### config.mk
export PLATFORM = sky130hd
export DESIGN_NAME = pc_gen_ras_flat
export DESIGN_NICKNAME = d
export VERILOG_FILES = /design/src/rtl/pc_pkg.sv /design/src/rtl/pc_gen_ras_if.sv /design/src/rtl/ras_stack.sv /design/src/rtl/pc_gen_ras.sv /design/src/flat_wrapper.sv
export SDC_FILE = /design/constraint.sdc
export NUM_CORES = 1
export LEC_CHECK = 0
export ABC_AREA = 0
export BUFFER_PORTS_ARGS = -buffer_cell sky130_fd_sc_hd__clkbuf_2
export CORE_MARGIN = 4
export CORE_UTILIZATION = 27
export DETAILED_ROUTE_END_ITERATION = 12
export GPL_ROUTABILITY_DRIVEN = 0
export HOLD_SLACK_MARGIN = 0.02
export PLACE_DENSITY = 0.41
export SKIP_LAST_GASP = 1
export SLEW_MARGIN = 10
export SYNTH_ARGS = -nofsm -noshare
export SYNTH_HDL_FRONTEND = slang
export SYNTH_SLANG_ARGS = --single-unit
### constraint.sdc
create_clock -name clk -period 8.1 [get_ports clk]
set_input_delay 1.62 -clock clk [delete_from_list [all_inputs] [get_ports clk]]
set_output_delay 1.62 -clock clk [all_outputs]
set_load 0.1 [all_outputs]
### src/rtl/pc_pkg.sv
// Shared definitions for the IF-stage next-PC generator.
//   PC_INC_C / PC_INC_N : sequential increments for 16-bit / 32-bit instructions
//   pc_src_e            : next-PC source, listed highest priority first
package pc_pkg;

  localparam int PC_INC_C = 2;
  localparam int PC_INC_N = 4;

  typedef enum logic [1:0] {
    SRC_TRAP  = 2'd0,
    SRC_REDIR = 2'd1,
    SRC_RAS   = 2'd2,
    SRC_SEQ   = 2'd3
  } pc_src_e;

  // Jump targets must be halfword aligned; bit 0 is simply discarded.
  function automatic logic [31:0] align_hw32(input logic [31:0] addr);
    return {addr[31:1], 1'b0};
  endfunction

endpackage

### src/rtl/pc_gen_ras_if.sv
// Control/status bundle between the fetch control logic and pc_gen_ras.
//   master : hazard unit / EX / trap logic side (drives control, reads PC + RAS status)
//   slave  : pc_gen_ras side
interface pc_gen_ras_if #(
  parameter int WIDTH = 32
);

  logic             stall;
  logic             compressed;
  logic             trap_valid;
  logic [WIDTH-1:0] trap_vec;
  logic             redirect_valid;
  logic [WIDTH-1:0] redirect_pc;
  logic             call;
  logic             ret;
  logic [WIDTH-1:0] pc;
  logic             ras_empty;
  logic             ras_full;
  logic             ras_miss;

  modport master (
    output stall, compressed, trap_valid, trap_vec,
           redirect_valid, redirect_pc, call, ret,
    input  pc, ras_empty, ras_full, ras_miss
  );

  modport slave (
    input  stall, compressed, trap_valid, trap_vec,
           redirect_valid, redirect_pc, call, ret,
    output pc, ras_empty, ras_full, ras_miss
  );

endinterface

### src/rtl/ras_stack.sv
// Circular return-address stack.
//   clk, rst   : clock, asynchronous active-low reset
//   push       : write push_data as the new top entry
//   pop        : discard the top entry (ignored when empty)
//   push+pop   : replace the top entry in place, count/pointer unchanged
//   push_data  : address to push
//   top        : current top entry (valid when !empty)
//   empty/full : decoded from the registered entry count
// A push while full overwrites the oldest entry; the count saturates.
module ras_stack #(
  parameter int WIDTH     = 32,
  parameter int RAS_DEPTH = 4
) (
  input  logic             clk,
  input  logic             rst,
  input  logic             push,
  input  logic             pop,
  input  logic [WIDTH-1:0] push_data,
  output logic [WIDTH-1:0] top,
  output logic             empty,
  output logic             full
);

  localparam int PW = $clog2(RAS_DEPTH);
  localparam int CW = PW + 1;

  logic [WIDTH-1:0] mem_q [RAS_DEPTH];
  // ptr_q is the next free slot; the top entry lives just below it.
  logic [PW-1:0]    ptr_q, ptr_d;
  logic [CW-1:0]    cnt_q, cnt_d;
  logic [PW-1:0]    top_idx;
  logic [PW-1:0]    wr_idx;
  logic             wr_en;
  logic             do_pop;

  assign top_idx = ptr_q - PW'(1);
  assign top     = mem_q[top_idx];
  assign empty   = (cnt_q == '0);
  assign full    = (cnt_q == CW'(RAS_DEPTH));
  assign do_pop  = pop && !empty;

  always_comb begin
    ptr_d  = ptr_q;
    cnt_d  = cnt_q;
    wr_en  = 1'b0;
    wr_idx = ptr_q;
    if (push && do_pop) begin
      wr_en  = 1'b1;
      wr_idx = top_idx;
    end else if (push) begin
      // Power-of-two depth: pointer wrap overwrites the oldest slot.
      wr_en = 1'b1;
      ptr_d = ptr_q + PW'(1);
      if (!full) cnt_d = cnt_q + CW'(1);
    end else if (do_pop) begin
      ptr_d = top_idx;
      cnt_d = cnt_q - CW'(1);
    end
  end

  always_ff @(posedge clk or negedge rst) begin
    if (!rst) begin
      ptr_q <= '0;
      cnt_q <= '0;
    end else begin
      ptr_q <= ptr_d;
      cnt_q <= cnt_d;
    end
  end

  // Entry contents need no reset; validity is tracked by the count.
  always_ff @(posedge clk) begin
    if (wr_en) mem_q[wr_idx] <= push_data;
  end

endmodule

### src/rtl/pc_gen_ras.sv
// Next-PC generator for the IF stage with return-address prediction.
//   clk, rst : clock, asynchronous active-low reset
//   bus      : slave side of pc_gen_ras_if
//     in : stall, compressed, trap_valid/trap_vec, redirect_valid/redirect_pc, call, ret
//     out: pc (registered fetch PC), ras_empty, ras_full, ras_miss (registered pulse)
// Priority: trap > redirect > stall (hold) > RAS prediction > sequential.
module pc_gen_ras
  import pc_pkg::*;
#(
  parameter int               WIDTH     = 32,
  parameter int               RAS_DEPTH = 4,
  parameter logic [WIDTH-1:0] RESET_PC  = '0
) (
  input  logic          clk,
  input  logic          rst,
  pc_gen_ras_if.slave   bus
);

  logic [WIDTH-1:0] pc_q, pc_d;
  logic [WIDTH-1:0] seq;
  logic [WIDTH-1:0] ras_top;
  logic             ras_empty, ras_full;
  logic             ras_miss_q, ras_miss_d;
  logic             fetch_ok;
  logic             hold;
  logic             push, pop;
  pc_src_e          src;

  // Wraps modulo 2^WIDTH by construction.
  assign seq = pc_q + (bus.compressed ? WIDTH'(PC_INC_C) : WIDTH'(PC_INC_N));

  // Trap and redirect win over stall; call/ret only act on an undisturbed fetch.
  assign fetch_ok = !bus.trap_valid && !bus.redirect_valid && !bus.stall;
  assign hold     = bus.stall && !bus.trap_valid && !bus.redirect_valid;

  always_comb begin
    src = SRC_SEQ;
    if (bus.trap_valid)                src = SRC_TRAP;
    else if (bus.redirect_valid)       src = SRC_REDIR;
    else if (bus.ret && !ras_empty)    src = SRC_RAS;
  end

  always_comb begin
    pc_d = seq;
    unique case (src)
      SRC_TRAP:  pc_d = {bus.trap_vec[WIDTH-1:1], 1'b0};
      SRC_REDIR: pc_d = {bus.redirect_pc[WIDTH-1:1], 1'b0};
      SRC_RAS:   pc_d = ras_top;
      SRC_SEQ:   pc_d = seq;
      default:   pc_d = seq;
    endcase
    if (hold) pc_d = pc_q;
  end

  assign push       = fetch_ok && bus.call;
  assign pop        = fetch_ok && bus.ret && !ras_empty;
  assign ras_miss_d = fetch_ok && bus.ret && ras_empty;

  always_ff @(posedge clk or negedge rst) begin
    if (!rst) begin
      pc_q       <= RESET_PC;
      ras_miss_q <= 1'b0;
    end else begin
      pc_q       <= pc_d;
      ras_miss_q <= ras_miss_d;
    end
  end

  ras_stack #(
    .WIDTH     (WIDTH),
    .RAS_DEPTH (RAS_DEPTH)
  ) u_ras (
    .clk       (clk),
    .rst       (rst),
    .push      (push),
    .pop       (pop),
    .push_data (seq),
    .top       (ras_top),
    .empty     (ras_empty),
    .full      (ras_full)
  );

  assign bus.pc        = pc_q;
  assign bus.ras_empty = ras_empty;
  assign bus.ras_full  = ras_full;
  assign bus.ras_miss  = ras_miss_q;

endmodule

### src/flat_wrapper.sv
// flat-port wrapper written by rule: the top's interface ports become plain ports
module pc_gen_ras_flat import pc_pkg::*;
#(
  parameter int               WIDTH     = 32,
  parameter int               RAS_DEPTH = 4,
  parameter logic [WIDTH-1:0] RESET_PC  = '0
)
  (clk, rst, bus_stall, bus_compressed, bus_trap_valid, bus_trap_vec, bus_redirect_valid, bus_redirect_pc, bus_call, bus_ret, bus_pc, bus_ras_empty, bus_ras_full, bus_ras_miss);
  pc_gen_ras_if #(.WIDTH(WIDTH)) bus_i ();
  input  logic clk;
  input  logic rst;
  input wire logic [$bits(bus_i.stall)-1:0] bus_stall;
  input wire logic [$bits(bus_i.compressed)-1:0] bus_compressed;
  input wire logic [$bits(bus_i.trap_valid)-1:0] bus_trap_valid;
  input wire logic [$bits(bus_i.trap_vec)-1:0] bus_trap_vec;
  input wire logic [$bits(bus_i.redirect_valid)-1:0] bus_redirect_valid;
  input wire logic [$bits(bus_i.redirect_pc)-1:0] bus_redirect_pc;
  input wire logic [$bits(bus_i.call)-1:0] bus_call;
  input wire logic [$bits(bus_i.ret)-1:0] bus_ret;
  output wire logic [$bits(bus_i.pc)-1:0] bus_pc;
  output wire logic [$bits(bus_i.ras_empty)-1:0] bus_ras_empty;
  output wire logic [$bits(bus_i.ras_full)-1:0] bus_ras_full;
  output wire logic [$bits(bus_i.ras_miss)-1:0] bus_ras_miss;
  assign bus_i.stall = bus_stall;
  assign bus_i.compressed = bus_compressed;
  assign bus_i.trap_valid = bus_trap_valid;
  assign bus_i.trap_vec = bus_trap_vec;
  assign bus_i.redirect_valid = bus_redirect_valid;
  assign bus_i.redirect_pc = bus_redirect_pc;
  assign bus_i.call = bus_call;
  assign bus_i.ret = bus_ret;
  assign bus_pc = bus_i.pc;
  assign bus_ras_empty = bus_i.ras_empty;
  assign bus_ras_full = bus_i.ras_full;
  assign bus_ras_miss = bus_i.ras_miss;
  pc_gen_ras #(.WIDTH(WIDTH), .RAS_DEPTH(RAS_DEPTH), .RESET_PC(RESET_PC)) u_core (.clk(clk), .rst(rst), .bus(bus_i));
endmodule
==> results.cfg <==
[placement]
port_buffers = 104
dpl.cell_count = 1072
hpwlAfterDp_mm = 16.99
pre_cts_slack_ns = 3.384

[power]
pwr_density_cell_mw_per_mm2 = 284.7
switchingPower_uw = 1043
seqPwrFrac = 0.407
ir_drop_mv = 0.1480
combPwrFrac = 0.302
p_sw_frac = 0.3805
pwr-share-clk = 0.290
leakage_uw = 0.003485
p_int_uw = 1698

[timing]
final-hold-violation-count = 0
rsz0062_at_grt = no
max_freq_mhz = 235.3
post-route-min-period_ns = 4.251
min_period_over_period = 0.5248
holdWs_ns = 0.5642
maxSlewHeadroom = 0.3175
fin_skew_ns = 0.01297
setup_violations = 0
worst_slew_pin_slew_ns = 1.020
slew_violations = 0
fin_ws_ns = 3.849
setup_tns_ns = 0

[synthesis]
postSynth.asyncResetShare = 0.2289
synthTopCellsByArea = edfxtp_1 (47%), dfrtp_1 (12%), mux4_2 (8.9%)
ys_seq_area_frac = 0.5903
avgSynthCellArea_sq_um = 13.47
synth_cell_types = 70
synth-seq-cells = 166
yosys.area.top_type = edfxtp_1
synthesis.area_sq_mm = 0.008123
ys.flop_type = edfxtp_1
syn_inst = 603
synth-edff-count = 128
yosysWarnings = 0
synth_top_area_frac = 0.4732
syn-num-nets = 681

[floorplanning]
dieHeight_um = 181.5
start_util = 0.2741
row_count = 63
ios = 107
die_area_sq_mm = 0.03292
core-area_sq_mm = 0.02964
die_x_um = 181.5

[setup_path]
critPathMaxFanout = 51
r2r_start = u_core.u_ras.cnt_q[0]
critPathKind = input port to flip-flop
cp.required_ns = 8.20
reg2reg_to = u_core.u_ras.mem_q[0][14]
reg2reg_depth = 9
worstPathArrival_ns = 4.35
crit_path_start_kind = input port
reg2reg_slack_ns = 5.01
end_kind = flip-flop

[grt]
antenna_found_initial = 1
grt_pass1_wl_mm = 38.26
grtUsageTotal = 0.1568
grt_pass1_vias = 5995
grt_max_degree = 52
grt_overflow = 0

[routing]
ant_nets = 0
routed_wl_mm = 25.89
drc = 0
wire_per_inst_um = 23.45
viasPerCell = 5.065
drt_iter0_drc = 366
vias = 5592
dr.pass1.iters = 4

[worst_hold_path]
whs_path_depth = 1
hold_path.class = flip-flop to flip-flop
min_from = u_core.u_ras.cnt_q[2]
holdPathEnd = u_core.u_ras.cnt_q[2]

[cells_and_area]
fin_nets = 779
diodes = 0
final_cells = 1104
syn2layout_area_growth_pct = 18.50
drive_above_1_share = 0.2983
finish.utilization = 0.3248

[clocking]
cts_tree = done
worstSkewPairLatency_ns = 0.43
htree_levels = 4
cts_setup_buffers = 0
cts_root_buf = clkbuf_16
cts_resized = 0
cts_buffers = 17
hold_buffers = 0
clock_path_buffers = 2
numClockSinks = 166
clk_pin_slew_ns = 0.07

[job]
drv_cap = 0

[run_status]
status = complete, no violations
## Yosys cell counts (4+ instances only)
library cell  instances
a21oi_1              29
a221o_1               4
a221oi_1              8
a22o_1                4
a22oi_1               7
and3_1                7
buf_2                 8
buf_4                 5
clkbuf_1             23
dfrtp_1              38
edfxtp_1            128
ha_1                  4
inv_1                14
mux2i_1              11
mux4_2               32
nand2_1              53
nand3_1              14
nand4_1              13
nor2_1               36
nor3_1                8
nor4_1                6
o211ai_1              5
o21ai_0              23
o21ai_1               5
o22ai_1               6
o31a_1                6
o31ai_1               6
xnor2_1              26
xor2_1               10
## power groups by stage
stage | clock (uW) | sequential [uW] | combinational [uW]
2_1_floorplan | 0 | 1250 | 494
3_3_place_gp | 0 | 1130 | 833
3_5_place_dp | 0 | 1140 | 840
4_1_cts | 819 | 1120 | 842
5_1_grt | 857 | 1130 | 880
6_report | 796 | 1120 | 829
## worst max path at each step
stage,endpoint,cells after the start,slack [ns],start
floorplan,u_core.u_ras.mem_q[0][0],9,3.37,bus_ret
global placement,u_core.u_ras.mem_q[0][28],10,3.37,bus_trap_valid
detailed placement,u_core.u_ras.mem_q[0][28],10,3.38,bus_trap_valid
CTS,u_core.u_ras.mem_q[0][2],10,3.83,bus_trap_valid
global route,u_core.u_ras.mem_q[0][21],10,3.66,bus_trap_valid
finish,u_core.u_ras.mem_q[0][14],10,3.85,bus_trap_valid
## layout by cell type (no fill, tap or decap), types with 10 or more instances in the layout
cell type,count
inv_1,14
xor2_1,10
o21ai_0,23
nor2_1,33
nand4_1,13
mux4_2,32
nand3_1,14
nand2_1,53
edfxtp_1,128
mux2i_1,11
a21oi_1,29
dfrtp_1,37
buf_4,17
xnor2_1,26
clkbuf_2,104
clkbuf_16,17
## cell type report
class | instances | area, sq um
clock buffers | 17 | 425.4
well taps | 390 | 488.0
flip-flops and latches | 166 | 4796
repair buffers | 121 | 648.1
fillers | 3010 | 20010
multi-input cells | 380 | 3057
inverters | 15 | 56.30
clock inverters | 15 | 155.1
## flip-flops by register name, indices dropped and copies added (netlist names)
register,cells
u_core.u_ras.cnt_q,3
u_core.bus.pc,32
u_core.u_ras.mem_q,128
u_core.bus.ras_miss,1
u_core.u_ras.ptr_q,2
## kinds of logic (layout without fill, tap and decap cells)
family,Yosys count,after routing,synth area share
compound gates,128,128,0.1077
flops,166,166,0.5903
fa+ha+maj,6,6,0.01109
buf+inv,57,168,0.03681
simple gates,166,166,0.1117
xor+xnor,36,36,0.03882
mux,44,44,0.1037
## through the flow
step                instance area (sq um)  power (uW)
floorplan                            8123        1746
global placement                     9045        1966
detailed placement                   9045        1977
CTS                                  9625        2780
global route                         9625        2868
finish                               9625        2741
## worst max-delay path, cell delays in order
cell and delay, ns:
clkbuf_2 0.08, buf_4 0.52, nor3_2 0.12, nand2_1 0.34, inv_2 0.11, ha_1 0.30
xnor2_1 0.19, nand2_1 0.11, nor2_4 0.48, buf_4 0.43
## per-layer routing
| metal | GRT usage | up-vias | part of all wire |
|---|---|---|---|
| li1 | - | 2547 | - |
| met1 | 0.2032 | 2863 | 0.43 |
| met2 | 0.2639 | 139 | 0.49 |
| met3 | 0.02384 | 43 | 0.044 |
| met4 | 0.06424 | 0 | 0.032 |
| met5 | 0 | - | 0 |
Note: power is estimated with default switching activity, not from simulation.
